$ cat src/rtl/div_ctrl_pkg.sv
// Shared types and limits for the divider/sqrt flow controllers.
//   div_res_t       : one divider result (quotient plus rounding/normalisation bits)
//   DIV_SIG_WIDTH   : significand fraction width the result type is built for
//   MAX_PIPE_STAGES : largest supported divider register-stage count
package div_ctrl_pkg;

   localparam int DIV_SIG_WIDTH   = 23;
   localparam int MAX_PIPE_STAGES = 3;

   typedef struct packed {
      logic [DIV_SIG_WIDTH:0] quotient;
      logic                   guard;
      logic                   round;
      logic                   sticky;
      logic                   count;
   } div_res_t;

endpackage

$ cat src/rtl/div_skid_buf.sv
// Two-entry valid/ready output buffer holding a div_res_t with its tag and
// sideband. Entry 0 always drives the outputs.
//   clk, reset        : clock, synchronous active-high reset (clears data too)
//   flush             : synchronous discard of buffered entries
//   push, push_*      : write one entry (ignored when full and not popping)
//   pop_ready         : consumer ready; a pop happens on out_valid && pop_ready
//   out_valid, out_*  : head entry
//   cnt               : occupancy 0..2
module div_skid_buf
   import div_ctrl_pkg::*;
#(
   parameter int TAG_W  = 4,
   parameter int SIDE_W = 12
) (
   input  logic              clk,
   input  logic              reset,
   input  logic              flush,
   input  logic              push,
   input  div_res_t          push_res,
   input  logic [TAG_W-1:0]  push_tag,
   input  logic [SIDE_W-1:0] push_side,
   input  logic              pop_ready,
   output logic              out_valid,
   output div_res_t          out_res,
   output logic [TAG_W-1:0]  out_tag,
   output logic [SIDE_W-1:0] out_side,
   output logic [1:0]        cnt
);

   localparam int ENT_W = $bits(div_res_t) + TAG_W + SIDE_W;

   logic [ENT_W-1:0] ent0, ent1, din;
   logic             pop, wr;

   assign din       = {push_res, push_tag, push_side};
   assign out_valid = (cnt != 2'd0);
   assign pop       = out_valid && pop_ready;
   // A full buffer only takes a new entry when the head leaves in the same cycle.
   assign wr        = push && ((cnt != 2'd2) || pop);

   always_ff @(posedge clk) begin
      if (reset) begin
         cnt  <= 2'd0;
         ent0 <= '0;
         ent1 <= '0;
      end else if (flush) begin
         cnt <= 2'd0;
      end else begin
         case ({wr, pop})
            2'b10: begin
               if (cnt == 2'd0) ent0 <= din;
               else             ent1 <= din;
               cnt <= cnt + 2'd1;
            end
            2'b01: begin
               ent0 <= ent1;
               cnt  <= cnt - 2'd1;
            end
            2'b11: begin
               // Occupancy unchanged; at one entry the new result becomes the head.
               if (cnt == 2'd1) begin
                  ent0 <= din;
               end else begin
                  ent0 <= ent1;
                  ent1 <= din;
               end
            end
            default: ;
         endcase
      end
   end

   assign {out_res, out_tag, out_side} = ent0;

endmodule

$ cat src/rtl/div_sig_pipe_ctrl.sv
// Flow controller for the pipelined radix-4 significand divider. Accepts
// requests over valid/ready, drives the divider's global enable, carries valid
// bits and tag/sideband in step with the divider's register stages and
// captures results into a two-entry skid buffer for the rounding stage.
//   clk, reset, flush        : clock, sync active-high reset, sync discard
//   in_valid/in_ready/in_*   : request handshake with tag and sideband
//   dp_enable, dp_resetn     : divider enable and active-low reset
//   dp_quotient, dp_guard..  : divider result inputs
//   out_valid/out_ready/out_*: result handshake
//   busy                     : any stage valid or entry buffered
// Optional build macro DIV_CTRL_PERF_EN adds perf_issued, perf_stall and
// perf_retired saturating counters (cleared by reset only).
// SIG_WIDTH must match div_ctrl_pkg::DIV_SIG_WIDTH; PIPE_STAGES must match the
// divider instance and not exceed MAX_PIPE_STAGES.
module div_sig_pipe_ctrl
   import div_ctrl_pkg::*;
#(
   parameter int SIG_WIDTH   = 23,
   parameter int PIPE_STAGES = 0,
   parameter int TAG_W       = 4,
   parameter int SIDE_W      = 12
) (
   input  logic                 clk,
   input  logic                 reset,
   input  logic                 flush,
   input  logic                 in_valid,
   output logic                 in_ready,
   input  logic [TAG_W-1:0]     in_tag,
   input  logic [SIDE_W-1:0]    in_side,
   output logic                 dp_enable,
   output logic                 dp_resetn,
   input  logic [SIG_WIDTH:0]   dp_quotient,
   input  logic                 dp_guard,
   input  logic                 dp_round,
   input  logic                 dp_sticky,
   input  logic                 dp_count,
   output logic                 out_valid,
   input  logic                 out_ready,
   output logic [SIG_WIDTH:0]   out_quotient,
   output logic                 out_guard,
   output logic                 out_round,
   output logic                 out_sticky,
   output logic                 out_count,
   output logic [TAG_W-1:0]     out_tag,
   output logic [SIDE_W-1:0]    out_side,
   output logic                 busy
`ifdef DIV_CTRL_PERF_EN
   ,
   output logic [31:0]          perf_issued,
   output logic [31:0]          perf_stall,
   output logic [31:0]          perf_retired
`endif
);

   localparam int NREG = PIPE_STAGES;

   logic              vld_last, vld_any, push;
   logic [TAG_W-1:0]  tag_last;
   logic [SIDE_W-1:0] side_last;
   logic [1:0]        skid_cnt;
   div_res_t          push_res, out_res;

   // The whole divider freezes when a result is ready to leave but the skid
   // buffer is full and the consumer is not taking its head.
   assign dp_enable = !reset && !flush && !(vld_last && (skid_cnt == 2'd2) && !out_ready);
   assign in_ready  = dp_enable;
   assign dp_resetn = !reset;
   assign push      = dp_enable && vld_last;
   assign busy      = vld_any || (skid_cnt != 2'd0);

   generate
      if (NREG == 0) begin : g_comb
         // Combinational divider: the result belongs to the request offered now.
         assign vld_last  = in_valid;
         assign tag_last  = in_tag;
         assign side_last = in_side;
         assign vld_any   = 1'b0;
      end else begin : g_pipe
         logic [NREG:1]     vld_p;
         logic [TAG_W-1:0]  tag_p  [1:NREG];
         logic [SIDE_W-1:0] side_p [1:NREG];

         // Stage k mirrors divider register stage k
         always_ff @(posedge clk) begin
            if (reset) begin
               vld_p <= '0;
               for (int k = 1; k <= NREG; k++) begin
                  tag_p[k]  <= '0;
                  side_p[k] <= '0;
               end
            end else if (flush) begin
               vld_p <= '0;
            end else if (dp_enable) begin
               vld_p[1]  <= in_valid;
               tag_p[1]  <= in_tag;
               side_p[1] <= in_side;
               for (int k = 2; k <= NREG; k++) begin
                  vld_p[k]  <= vld_p[k-1];
                  tag_p[k]  <= tag_p[k-1];
                  side_p[k] <= side_p[k-1];
               end
            end
         end

         assign vld_last  = vld_p[NREG];
         assign tag_last  = tag_p[NREG];
         assign side_last = side_p[NREG];
         assign vld_any   = |vld_p;
      end
   endgenerate

   always_comb begin
      push_res          = '0;
      push_res.quotient = dp_quotient;
      push_res.guard    = dp_guard;
      push_res.round    = dp_round;
      push_res.sticky   = dp_sticky;
      push_res.count    = dp_count;
   end

   // Result capture boundary
   div_skid_buf #(
      .TAG_W  (TAG_W),
      .SIDE_W (SIDE_W)
   ) u_skid (
      .clk       (clk),
      .reset     (reset),
      .flush     (flush),
      .push      (push),
      .push_res  (push_res),
      .push_tag  (tag_last),
      .push_side (side_last),
      .pop_ready (out_ready),
      .out_valid (out_valid),
      .out_res   (out_res),
      .out_tag   (out_tag),
      .out_side  (out_side),
      .cnt       (skid_cnt)
   );

   assign out_quotient = out_res.quotient;
   assign out_guard    = out_res.guard;
   assign out_round    = out_res.round;
   assign out_sticky   = out_res.sticky;
   assign out_count    = out_res.count;

`ifdef DIV_CTRL_PERF_EN
   always_ff @(posedge clk) begin
      if (reset) begin
         perf_issued  <= '0;
         perf_stall   <= '0;
         perf_retired <= '0;
      end else begin
         if (in_valid && in_ready && (perf_issued != '1))
            perf_issued <= perf_issued + 32'd1;
         if (!dp_enable && busy && (perf_stall != '1))
            perf_stall <= perf_stall + 32'd1;
         if (out_valid && out_ready && (perf_retired != '1))
            perf_retired <= perf_retired + 32'd1;
      end
   end
`endif

endmodule
$ cat config.mk
export PLATFORM = sky130hd
export DESIGN_NAME = div_sig_pipe_ctrl
export DESIGN_NICKNAME = d
export VERILOG_FILES = /design/src/rtl/div_ctrl_pkg.sv /design/src/rtl/div_skid_buf.sv /design/src/rtl/div_sig_pipe_ctrl.sv
export SDC_FILE = /design/constraint.sdc
export NUM_CORES = 1
export LEC_CHECK = 0
export CORE_MARGIN = 8
export CORE_UTILIZATION = 46
export DETAILED_ROUTE_END_ITERATION = 10
export GPL_TIMING_DRIVEN = 1
export PLACE_DENSITY = 0.76
export RECOVER_POWER = 50
export SLEW_MARGIN = 20
export SYNTH_ARGS = -nofsm -noshare
export SYNTH_HDL_FRONTEND = slang
export SYNTH_SLANG_ARGS = --single-unit
$ cat constraint.sdc
create_clock -name clk -period 2.6 [get_ports clk]
set_input_delay 0.52 -clock clk [delete_from_list [all_inputs] [get_ports clk]]
set_output_delay 0.52 -clock clk [all_outputs]
set_load 0.01 [all_outputs]
==> metrics.txt <==
post-synthesis sequential area ratio=0.388; Core ar.=0.00977 mm2; drt pass-1 iters=5; final setup violation count=0; Hold Buf Count CTS=0; status=finished clean; area grow syn2layout=34.6%; wire length per cell=21.9 um; most frequent cells in the layout=dfxtp_1 (89), o211ai_1 (88), a21oi_1 (87); setup slack at placement=-0.585 ns; area leader, netlist=dfxtp_1; CTS Sinks=90; area of the multi-input gates=0.00253 mm2; DRC=0; Synth area leaders=dfxtp_1 (39%), o211ai_1 (14%), a21oi_1 (9.5%); Netlist Area Pre-Place=0.00465 mm2; chip width=117 um; setup skew after layout=0.0115 ns; Initial Utilization=0.476; LEAKAGE=2.06 nW; Hold Fails Final Rpt=0; final-stage net count=643; largest net degree at the start of global routing=91; vias post-DR=4,826; vias in the first global route=4,689; synth unique cells=30; # H-tree levels=3; row count=36; Num CTS Buffers=9; post-route ant nets=0; Setup Crit Path Kind=reg -> reg; maximum clock insertion buffer count=2; Register Area=0.00180 mm2; CTS tree=built; CP startpoint kind=flop; Worst Path Max Fanout=34; max_cap viols=0; setup slack after layout=0.112 ns; Worst Tran Pin Value=1.09 ns; Yosys top cell area share=0.388; hpwl dp=9240 um; vias per std cell=6.66; clock latency on the worst-skew pair=0.37 ns; Final Critical Period=2.49 ns; number of synthesized register bits=90; clock root cell=clkbuf_8; Crit. End Element=flop; Final period util=0.957; fin. max-slew vios=0; initial antenna violation count=0; Reg clk slew, reported paths=0.09 ns; drt first-iter violations=492; GPL Wtd Cong=0.793; Mapped Cells=510; die footprint=0.0136 mm2; Worst Path Required=2.80 ns; Antenna diodes=0; Peak supply drop=291 uV; Post-Route WL=15,900 um; Die Y-Extent=117 um; commonest non-fill, non-tap cell in the layout=dfxtp_1; first-pass GRT wire length=24,000 um; syn nets=566; GRT Overall Usage=0.220; YS warnings=0; worst min path class=reg -> reg; num ports=98; WP data arrival=2.68 ns; PortBufs=97; Mean Syn Cell Area=9.11 um2; Slew Limit Headroom=0.276; Achievable Freq=402 MHz; layout cells sized above 1=0.169; Sum Neg Setup Slack=0 ns; Fillers=820; total grt overflow=0; Pwr Density=493 mW/mm2
[per-stage QoR]
step	std cells	power, mW	cell area (um2)	util	hold slack, ns
6_report	725	3.08	6260	0.640	0.479
4_1_cts	717	3.07	6120	0.626	0.476
3_5_place_dp	699	2.01	5860	0.599	0.462
2_1_floorplan	510	1.74	4650	-	0.449
5_1_grt	725	3.17	6260	0.640	0.503
3_3_place_gp	699	2.00	5860	0.599	0.454
[cell type report]
type / instances / share of cell area
Clock buffer: 9 / 0.0198
Sequential cell: 90 / 0.288
Multi-Input combinational cell: 342 / 0.405
Clock inverter: 7 / 0.0158
Inverter: 6 / 0.00400
Timing Repair Buffer: 138 / 0.241
Tap cell: 133 / 0.0266
[power breakdown]
part           switching, mW  internal [mW]
sequential            0.0236           1.42
combinational          0.293          0.254
clock                  0.541          0.549
[timing repair]
action / in CTS / in global routing
setup endpoints to repair: 44 / 91
gates resized for setup: 4 / 14
pin swaps: 1 / 9
buffers inserted: 0 / 3
endpoints found under the hold margin: 0 / 0
gates cloned: 2 / 5
[registers in the layout, summed over array words and instances, names as in the netlist]
register and cells:
u_skid.ent1 44, u_skid.ent0 44, u_skid.cnt 2
[critical path: stages, from the launching register on]
cell and delay, ns:
dfxtp_2 0.36, inv_1 0.06, ha_1 0.23, a311oi_2 0.32
and3_4 0.26, buf_4 0.10, ha_1 0.20, buf_4 0.22
nand2b_2 0.10, buf_12 0.18, a21oi_1 0.21, a311oi_2 0.07
[kinds of logic (layout without fill, tap and decap cells)]
group / after synthesis / after routing / synth area share
and+or+nand+nor: 15 / 21 / 0.0215
buffers and inverters: 84 / 160 / 0.101
xor gates and xnor gates: 2 / 2 / 0.00377
AOI/OAI and AO/OA: 312 / 312 / 0.467
DFF: 90 / 90 / 0.388
adders and majority gates: 7 / 7 / 0.0188
[final timing paths]
| check | from | endpoint | slack, ns | cells past startpoint |
|---|---|---|---|---|
| setup / recovery | u_skid.cnt[0] | u_skid.ent0[14] | 0.11 | 11 |
| hold / removal | u_skid.ent1[21] | u_skid.ent1[21] | 0.48 | 2 |
| setup reg to reg | u_skid.cnt[0] | u_skid.ent0[14] | 0.11 | 11 |
| hold reg to reg | u_skid.ent1[21] | u_skid.ent1[21] | 0.48 | 2 |
[synth_stat cells (all sizes together)]
cell	n
o21ai	44
nor3	2
a21oi	89
nand2	1
and3	1
a21o	1
dfxtp	90
buf	64
nor2	3
and2	2
o31ai	44
clkbuf	14
o211ai	88
ha	7
nand2b	1
a311oi	45
xor2	2
inv	6
a2111oi	1
and2b	1
nor2b	3
nand3	1
[routing by layer]
metal	up-vias	routed length [um]	track usage	part of all wire
met2	297	7610	0.367	0.48
li1	2183	-	-	-
met1	2296	6400	0.270	0.40
met4	0	434	0.0977	0.027
met3	50	1450	0.0440	0.091
met5	-	0	0	0
No activity file was read; power rests on OpenSTA's default activity.
